### config.mk
export PLATFORM = sky130hd
export DESIGN_NAME = pipe_skid_stage
export DESIGN_NICKNAME = d
export VERILOG_FILES = /design/src/rtl/pipe_skid_stage.sv
export SDC_FILE = /design/constraint.sdc
export NUM_CORES = 1
export LEC_CHECK = 0
export ABC_AREA = 1
export ABC_CLOCK_PERIOD_IN_PS = 1600
export CAP_MARGIN = 25
export CELL_PAD_IN_SITES_DETAIL_PLACEMENT = 0
export CELL_PAD_IN_SITES_GLOBAL_PLACEMENT = 1
export CORE_UTILIZATION = 43
export CTS_CLUSTER_DIAMETER = 40
export DETAILED_ROUTE_END_ITERATION = 8
export DONT_BUFFER_PORTS = 1
export GPL_ROUTABILITY_DRIVEN = 0
export PLACE_DENSITY = 0.87
export SYNTH_ARGS = -nofsm -noshare
export SYNTH_HDL_FRONTEND = slang
export SYNTH_SLANG_ARGS = --single-unit
### constraint.sdc
create_clock -name clk -period 1.6 [get_ports clk]
set_input_delay 0.24 -clock clk [delete_from_list [all_inputs] [get_ports clk]]
set_output_delay 0.24 -clock clk [all_outputs]
set_load 0.05 [all_outputs]
### src/rtl/pipe_skid_stage.sv
`default_nettype none
// ============================================================================
//  Module   : pipe_skid_stage
//  Brief    : Fully registered valid/ready stage with a one-entry skid buffer,
//             synchronous flush and an output-transfer counter.
//  Revision : 1.0 - initial release
// ============================================================================
module pipe_skid_stage #(
    parameter int WIDTH = 8,
    parameter int CNT_W = 16
) (
    input  logic             clk,
    input  logic             rst,
    input  logic             flush,
    input  logic             in_valid,
    output logic             in_ready,
    input  logic [WIDTH-1:0] in_data,
    output logic             out_valid,
    input  logic             out_ready,
    output logic [WIDTH-1:0] out_data,
    output logic [1:0]       occupancy,
    output logic [CNT_W-1:0] xfer_count
);

    // State encoding doubles as the occupancy value.
    localparam logic [1:0] c_EMPTY = 2'd0;
    localparam logic [1:0] c_ONE   = 2'd1;
    localparam logic [1:0] c_FULL  = 2'd2;

    logic [1:0]       r_state;
    logic             r_in_ready;
    logic             r_out_valid;
    logic [WIDTH-1:0] r_main_data;
    logic [WIDTH-1:0] r_skid_data;
    logic [CNT_W-1:0] r_xfer_count;

    logic             w_in_hs;
    logic             w_out_hs;
    logic [1:0]       w_next_state;
    logic             w_load_main_in;
    logic             w_load_main_skid;
    logic             w_load_skid;

    assign w_in_hs  = in_valid & r_in_ready;
    assign w_out_hs = r_out_valid & out_ready;

    always_comb begin
        w_next_state     = r_state;
        w_load_main_in   = 1'b0;
        w_load_main_skid = 1'b0;
        w_load_skid      = 1'b0;
        case (r_state)
            c_EMPTY: begin
                if (w_in_hs) begin
                    w_next_state   = c_ONE;
                    w_load_main_in = 1'b1;
                end
            end
            c_ONE: begin
                if (w_in_hs && w_out_hs) begin
                    w_load_main_in = 1'b1;
                end else if (w_in_hs) begin
                    w_next_state = c_FULL;
                    w_load_skid  = 1'b1;
                end else if (w_out_hs) begin
                    w_next_state = c_EMPTY;
                end
            end
            c_FULL: begin
                if (w_out_hs) begin
                    w_next_state     = c_ONE;
                    w_load_main_skid = 1'b1;
                end
            end
            default: begin
                w_next_state = c_EMPTY;
            end
        endcase
        // Flush discards everything held; data registers keep stale contents.
        if (flush) begin
            w_next_state     = c_EMPTY;
            w_load_main_in   = 1'b0;
            w_load_main_skid = 1'b0;
            w_load_skid      = 1'b0;
        end
    end

    always_ff @(posedge clk) begin
        if (rst) begin
            r_state      <= c_EMPTY;
            r_in_ready   <= 1'b1;
            r_out_valid  <= 1'b0;
            r_main_data  <= '0;
            r_skid_data  <= '0;
            r_xfer_count <= '0;
        end else begin
            r_state     <= w_next_state;
            r_in_ready  <= (w_next_state != c_FULL);
            r_out_valid <= (w_next_state != c_EMPTY);
            if (w_load_main_in) begin
                r_main_data <= in_data;
            end else if (w_load_main_skid) begin
                r_main_data <= r_skid_data;
            end
            if (w_load_skid) begin
                r_skid_data <= in_data;
            end
            // A transfer completing in a flush cycle still counts.
            if (w_out_hs) begin
                r_xfer_count <= r_xfer_count + 1'b1;
            end
        end
    end

    assign in_ready   = r_in_ready;
    assign out_valid  = r_out_valid;
    assign out_data   = r_main_data;
    assign occupancy  = r_state;
    assign xfer_count = r_xfer_count;

endmodule
`default_nettype wire

Word-level counts from Yosys, hierarchy flattened
Cells that the tools add are included.
{ "word_totals": {"wordCells": 35, "in_bits": 13, "ff_bits": 36, "output_inout_bits": 28} }
{ "op_classes": {"n_bitwise": 2, "addsub": 1, "n_eq_ne": 3, "n_reduce_logical": 4, "n_mux": 19} }
{ "op_table": {"columns": ["op", "count"], "rows": [
  ["16-bit by 1-bit adder with 16-bit output (second input constant)", 1],
  ["8-bit two-way mux", 2],
  ["2-bit two-way mux", 6],
  ["1-bit two-way mux", 9],
  ["2-bit case mux with 3 select lines", 1],
  ["2-bit nonzero test", 2],
  ["1-bit bitwise AND", 2],
  ["2-bit by 1-bit equality test with 1-bit output (second input constant)", 1],
  ["2-bit equality test (second input constant)", 1],
  ["2-bit zero test", 1],
  ["2-bit != test (second input constant)", 1],
  ["1-bit case mux with 2 select lines", 1],
  ["1-bit logical AND", 1]
]} }

Depth between registers and ports, before layout
{ "logic_depth": {"word_depth": 7, "ltp_mapped": 8} }

Worst setup path before layout
OpenSTA, ideal clock, no wires.
{ "synth_timing": {"path_kind": "register -> register", "start": "register r_in_ready, in the netlist in_ready", "end": "register r_main_data[0], in the netlist out_data[0]", "period_less_slack_ns": 1.620, "path_buffers": 0, "setup_ns": 0.128, "arrival_ns": 1.492, "path_slack_ns": -0.020, "path_stages_with_launch": 8, "required_ns": 1.472, "cell_sequence": "dfxtp_1 nand2_1 nor2_2 nand3_4 nand2_4 nor2_1 nor2_1 nor2_1"} }
{ "synth_via": {"elab_chain_len": 6, "word_cells_on_any_way": 8, "cone_classes": "mux: 5; bitwise: 1; reduce/logical: 2"} }
{ "synth_lines": {"columns": ["element", "line_no", "source"], "rows": [
  ["from (decl)", "31", "logic r_in_ready;"],
  ["from (signal assigned)", "98", "r_in_ready <= (w_next_state != c_FULL);"],
  ["1-bit bitwise AND *", "44", "assign w_in_hs = in_valid & r_in_ready;"],
  ["1-bit logical AND", "60", "if (w_in_hs && w_out_hs) begin"],
  ["1-bit two-way mux", "60", null],
  ["1-bit case mux with 2 select lines *", "52", "case (r_state)"],
  ["1-bit two-way mux *", "80", "if (flush) begin"],
  ["8-bit two-way mux / 2-bit nonzero test (equally long branches)", null, null],
  ["to (signal assigned)", "101", "r_main_data <= in_data;"],
  ["to (signal assigned)", "103", "r_main_data <= r_skid_data;"],
  ["to (decl)", "33", "logic [WIDTH-1:0] r_main_data;"]
]} }
Mark *: on every way between the ends. The rest lies on a longest branch, timed or not.
A chain may end at the register's enable or synchronous reset.

Worst setup path after layout
{ "layout_timing": {"start": "register r_out_valid, in the netlist out_valid", "end": "register r_skid_data[7]"} }
{ "layout_via": {"elab_chain_len": 5} }
{ "layout_lines": {"columns": ["element", "line_no", "source"], "rows": [
  ["from (decl)", "32", "logic r_out_valid;"],
  ["from (signal assigned)", "99", "r_out_valid <= (w_next_state != c_EMPTY);"],
  ["1-bit bitwise AND", "45", "assign w_out_hs = r_out_valid & out_ready;"],
  ["1-bit logical AND", "60", null],
  ["1-bit two-way mux", "60", null],
  ["1-bit two-way mux", "52", null],
  ["1-bit two-way mux", "80", null],
  ["to (signal assigned)", "106", "r_skid_data <= in_data;"],
  ["to (decl)", "34", "logic [WIDTH-1:0] r_skid_data;"]
]} }
No other way between the ends.

==> results by group <==
Layout
  – Synth-to-Final Area Change: 15.7%
  – Post-Layout Inst Area: 0.00205 sq mm
  – Nets: between 200 and 300
  – Area of the multi-input gates: 866 sq um
  – # fillers: between 300 and 400
  – # diodes: 0
  – Total area of sequential cells: 722 sq um
  – Share of post-route cells with drive strength above 1: 17.2%

Timing
  – Final setup fails: 0
  – Maximum achievable frequency: roughly 720 MHz
  – Unrepaired setup endpoints after global routing: no
  – Worst-margin pin slew: 0.517 ns
  – Worst relative slew slack: 65.5%
  – Skew final: about 0.0069 ns
  – Slew Viols, Final: 0
  – Final hold slack: roughly 0.014 ns
  – Final hold violations: 0
  – Final setup TNS: 0 ns
  – Tcrit/Tclk final: between 80% and 90%
  – Final min period: between 1 and 1.5 ns
  – Setup ws final: roughly 0.22 ns

Global routing
  – Initial antenna violation count: 0
  – GRT Total Usage: about a fifth
  – Global-route wire length before repair: between 6 and 7 mm
  – Largest net degree at the start of global routing: 19
  – Vias in the first global route: roughly 1400
  – GRT overflow: 0

Route
  – Met1 wire length: between 2 and 2.5 mm
  – Antenna-violating nets left: 0
  – Routed wire length per instance: approximately 12 microns
  – Routed wl met2: about 1.6 mm
  – DRT Wirelength: around 4.0 mm
  – Highest Signal Layer: met4
  – DRT Pass-1 Iters: 4
  – DRT iter0 DRCs: 100
  – Number of remaining DRC errors: 0
  – Via count: 1643
  – Routed wl met3: approximately 330 microns
  – Vias/cell: around 5.0

Worst setup path
  – Worst Path Max Fanout: 11
  – CP Class: reg2reg
  – Arr. time, crit path: roughly 1.6 ns
  – WP data required: approximately 1.8 ns
  – CP Launch Type: register
  – Worst Setup End Kind: register

Clocking
  – Clock-pin slew on the worst setup and hold paths: around 0.07 ns
  – Sink Count: 36
  – CTS tree: yes
  – Worst-skew pair later-pin latency: approximately 0.29 ns
  – Root buf cell: clkbuf_8
  – # Post-CTS Setup Buffers: 0
  – CTS Buf Count: 5
  – H-Tree Depth: 2
  – CTS Buffer Depth: 2

Floorplan
  – I/O pin cnt: just over 40
  – Core ar.: 0.00380 sq mm
  – Die span in x: 66.2 microns
  – Die footprint: 0.00438 sq mm
  – Starting Density: approximately 47%
  – DIE HEIGHT: 66.2 microns
  – FP Rows: 22

Yosys
  – Synth warnings: 0
  – Synth Register Bits: 36
  – Yosys top cell area share: roughly two fifths
  – Mapped cell area: about 0.0018 sq mm
  – Synth Net Count: roughly 270
  – Biggest area consumer among synthesized cells: dfxtp_1
  – Register area share after synthesis: ~41%
  – Syn avg cell area: between 6 and 7 sq um
  – Cell variety after synth: 26
  – Syn Inst Count: 254
  – Top cells by area, synth: dfxtp_1 41%, nand2_1 13%, nor2_1 10%

Place
  – DPL Wire Length: a little under 3 mm
  – Post-Place Worst Slack: 0.215 ns
  – Placed cell area: a little under 0.002 sq mm
  – IO buf count: 0

Run
  – Max-Cap Viols: 0

Pwr
  – Int Pwr: ~1.3 mW
  – Clock network fraction of design power: 37.6%
  – Worst IR drop on VDD: roughly 0.37 mV
  – Sw Pwr: 466 uW
  – Combinational share of power: 8.6%
  – Static leakage: between 0.8 and 0.9 nW
  – Pwr Density: roughly 870 mW/mm^2
  – Sw Ratio: 26.2%
  – Flop pwr share: a little over half

Outcome
  – Outcome: finished, final reports clean

Min path
  – Hold Crit Class: in2reg
-- area by class of cell --
| class | instances | area share, % |
|---|---|---|
| sequential | 36 | 35.2 |
| timing repair buffer | 25 | 9.27 |
| inverter | 33 | 6.04 |
| tap | 48 | 2.93 |
| clock buffer | 8 | 4.39 |
| multi-input combinational | 177 | 42.2 |
-- worst max-delay path, stage by stage, from the launching register on --
cell and delay, ns:
dfxtp_1 0.36, nand2_4 0.15, nand2_4 0.12, nor2_4 0.16, nand3_1 0.25, nand2_1 0.14
a21oi_1 0.07
-- flip-flops by register name, summed over array words and instances (netlist names) --
| signal | cells |
|---|---|
| in_ready | 1 |
| out_valid | 1 |
| r_skid_data | 8 |
| out_data | 8 |
| xfer_count | 16 |
| occupancy | 2 |
-- logic make-up (layout without fill, tap and decap cells) --
| kind of cell | Yosys count | count (layout) | synth area share, % |
|---|---|---|---|
| simple gates | 152 | 152 | 41.2 |
| buf+inv | 41 | 66 | 10.5 |
| flops | 36 | 36 | 40.6 |
| compound gates | 24 | 24 | 6.92 |
| fa+ha+maj | 1 | 1 | 0.706 |
-- layer usage --
layer / vias up / GRT usage [%]
met5: - / 0
met4: 0 / 7.98
met3: 6 / 8.10
met2: 47 / 27.6
met1: 731 / 27.5
li1: 859 / -
-- Yosys cell counts --
cell type	count
buf_2	3
nand2_1	60
a31oi_1	1
nor2_2	3
nand3_1	5
nand4_1	22
clkbuf_1	1
nand3_2	2
nand3_4	1
clkbuf_8	1
inv_2	2
nor3_1	1
nor3_4	1
ha_1	1
o22ai_1	1
nor2_4	3
o21ai_0	6
dfxtp_1	36
nand2_2	1
inv_1	31
a21oi_1	16
nor2_1	49
clkbuf_4	1
and2_2	1
nand2_4	3
buf_6	2
-- worst paths after layout --
| kind | slack, ns | depth (start not counted) | start | to |
|---|---|---|---|---|
| worst max-delay path | 0.22 | 6 | out_valid | r_skid_data[7] |
| worst min-delay path | 0.01 | 1 | rst | r_skid_data[6] |
| worst max register to register | 0.22 | 6 | out_valid | r_skid_data[7] |
| worst min register to register | 0.47 | 2 | r_skid_data[4] | r_skid_data[4] |
-- power groups by stage --
| stage | clock network (mW) | registers (mW) | logic [mW] |
|---|---|---|---|
| 5_1_grt | 0.720 | 0.960 | 0.169 |
| 3_5_place_dp | 0 | 0.979 | 0.150 |
| 3_3_place_gp | 0 | 0.978 | 0.149 |
| 4_1_cts | 0.687 | 0.958 | 0.151 |
| 2_1_floorplan | 0 | 1.01 | 0.0979 |
| 6_report | 0.670 | 0.958 | 0.153 |
-- cells in the final DEF, fill, tap and decap left out, drive strengths merged --
cell and n:
inv 33, a21oi 16, clkbuf 8, dlygate4sd3 1, dfxtp 36, nand4 22
ha 1, a31oi 1, nand3 8, nor3 2, o21ai 6, o22ai 1
buf 24, and2 1, nand2 64, nor2 55
-- metrics by stage --
stage / std cells / util (%) / total power, mW
finish: 327 / 54.0 / 1.78
global placement: 318 / 51.4 / 1.13
floorplan: 254 / - / 1.10
detailed placement: 318 / 51.4 / 1.13
global route: 327 / 54.0 / 1.85
CTS: 326 / 53.8 / 1.80
-- repair_timing --
item                                   in CTS  in global routing
endpoints found under the hold margin       0                  2
resized for setup                           0                  0
hold buffers                                0                  1
(Power assumes the default switching activity.)
==> variant, RTL diff (config.mk and constraints unchanged) <==
Put one more register stage on the output `xfer_count`. The value now appears one clock later. The other outputs are not delayed to match.
--- a/src/rtl/pipe_skid_stage.sv
+++ b/src/rtl/pipe_skid_stage.sv
@@ -116,7 +116,9 @@
     assign out_valid  = r_out_valid;
     assign out_data   = r_main_data;
     assign occupancy  = r_state;
-    assign xfer_count = r_xfer_count;
+    always_ff @(posedge clk) begin
+        xfer_count <= r_xfer_count;
+    end
 
 endmodule
 `default_nettype wire
Formal check against the unedited RTL: not equivalent (Yosys sat finds a counterexample within 4 cycles, from zero or initial values and one cycle with rst high).
==> variant against the original RTL <==
Wire length down 14%. Sequential cell count up 16. Design area up 3.0%. Worst setup slack got worse by 0.036 ns. Worst hold slack better by 0.023 ns. Combinational power shrank 8%. Critical endpoint is now out_data[4]. Largest cell class is now sequential cells. Global-route usage decreased by 4.0 points. Area after synthesis up 8.3%. Power grew 26%. Synthesized cell count decreased by 14%.
==> variant: results (changes against the original RTL) <==
Clocking
  – Clk Latency, worst-skew pair: 0.30 ns
  – Clock-pin slew on the worst setup and hold paths: 0.09 ns (was 0.07 ns)
  – Clk buf depth: 2 (unchanged)

Global route
  – First-pass GRT wire length: 5.540 mm (was 6.527 mm)
  – Largest net degree at the start of global routing: 30 (was 19)
  – Gr usage total: 16.11% (was 20.09%)

Hold path
  – Worst hold endpoint: out_valid (was r_skid_data[6])

Setup path
  – Arrival time at the worst endpoint: 1.65 ns (was 1.56 ns)
  – CP max-delay cell: o21ai_4 (was dfxtp_1)
  – Crit-path max cell delay: 0.39 ns (was 0.36 ns)
  – Crit-path max FO: 17 (was 11)
  – R2r setup slk: 0.18 ns (was 0.22 ns)
  – Crit Reg-Reg Endpoint: out_data[4] (was r_skid_data[7])
  – Critical path's top delay family: compound AO/OA/AOI/OAI gates (was simple AND/OR/NAND/NOR gates)
  – FF-to-FF Start: in_ready (was out_valid)

Status
  – Status: completed (unchanged)

Place
  – Dpl ws: 0.1730 ns (was 0.2154 ns)
  – Placed cell areas: 2013 sq um (was 1952 sq um)
  – Detailed Place HPWL: 2.372 mm (was 2.965 mm)

Timing
  – Worst-margin pin slew: 0.5359 ns (was 0.5166 ns)
  – Final Cycle Share: 88.74% (was 86.49%)
  – Hold slack: 0.03664 ns (was 0.01371 ns)

Synthesis
  – Post-synth cell types: 29 (was 26)
  – Syn nets: 233 (was 268)
  – Async SR Flop Fraction: 0% (unchanged)
  – Top post-synthesis cells by count: dfxtp_1 (52), nor2_1 (36), nand2_1 (24), o21ai_0 (22), inv_1 (21) (was nand2_1 (60), nor2_1 (49), dfxtp_1 (36), inv_1 (31), nand4_1 (22))
  – Seq/Total Area, Yosys: 54.20% (was 40.65%)
  – Largest cells by area after synthesis: dfxtp_1 (54%), nor2_1 (7.0%), o21ai_0 (5.7%), nand2_1 (4.7%), a21oi_1 (4.2%) (was dfxtp_1 (41%), nand2_1 (13%), nor2_1 (10%), nand4_1 (7.8%), inv_1 (6.6%))

Power
  – Peak supply drop: 0.6593 mV (was 0.3708 mV)
  – Leak pwr: 0.8314 nW (was 0.8776 nW)

Finish
  – Final #Nets: 244 (was 292)
  – Regs by FF count: r_xfer_count: 16 flops, xfer_count: 16 flops
  – Fraction of final layout cells with drive strength greater than 1: 16.45% (was 17.20%)

Drt
  – 1st-iter DRT viols: 52 (was 100)
  – Vias per cell: 4.918 (was 5.024)
  – Detailed Route WL: 3.419 mm (was 3.992 mm)
-- variant: cell types whose count changed in the layout (fill, tap and decap cells not counted), sizes merged, moves of 3 or more --
| cell | unedited run | this run |
|---|---|---|
| dfxtp | 36 | 52 |
| inv | 33 | 22 |
| o21ai | 6 | 26 |
| o22ai | 1 | 8 |
| clkinv | 0 | 3 |
| nand2 | 64 | 27 |
| nand4 | 22 | 3 |
| clkbuf | 8 | 5 |
| buf | 24 | 7 |
| nor2 | 55 | 43 |
-- variant: area by class of cell --
class	instances	area (sq um)
clock inverters	3	18.77
multi-input cells	141	775.7
repair buffers	8	62.56
fillers	392	2031
well taps	50	62.56
flip-flops and latches	52	1042
inverters	22	82.58
clock buffers	5	68.82
-- variant: power breakdown --
group          internal, mW  switching [mW]  total [mW]  leakage [nW]
Combinational        0.0450          0.0957       0.141         0.362
Clock                 0.305           0.416       0.721        0.0479
Sequential             1.32          0.0645        1.39         0.421
-- variant: cells by family (layout without fill, tap and decap cells) --
group                      after synthesis  count (layout)  synth area share [%]
buffers and inverters                   26              38                 5.537
AOI/OAI and AO/OA                       52              52                 15.44
adders and majority gates                1               1                0.6514
DFF                                     52              52                 54.20
and+or+nand+nor                         88              88                 24.17
-- variant: timing repair --
action / 4_1_cts / 5_1_grt
resized for setup: 0 / 1
hold buffers: 1 / 0
setup endpoints to repair: 0 / 1
endpoints found under the hold margin: 5 / 0
-- variant: stage by stage --
step,instances,total power [mW]
finish,281,2.247
global route,281,2.341
CTS,281,2.274
detailed placement,272,1.554
global placement,272,1.553
floorplan,219,1.525
-- variant: routing by layer --
layer / wire length (um) / GRT usage (%) / vias to the layer above
met2: 1523 / 25.25 / 27
met5: 0 / 0 / -
met3: 233 / 7.401 / 2
met1: 1642 / 19.76 / 611
li1: - / - / 742
met4: 20 / 4.592 / 0
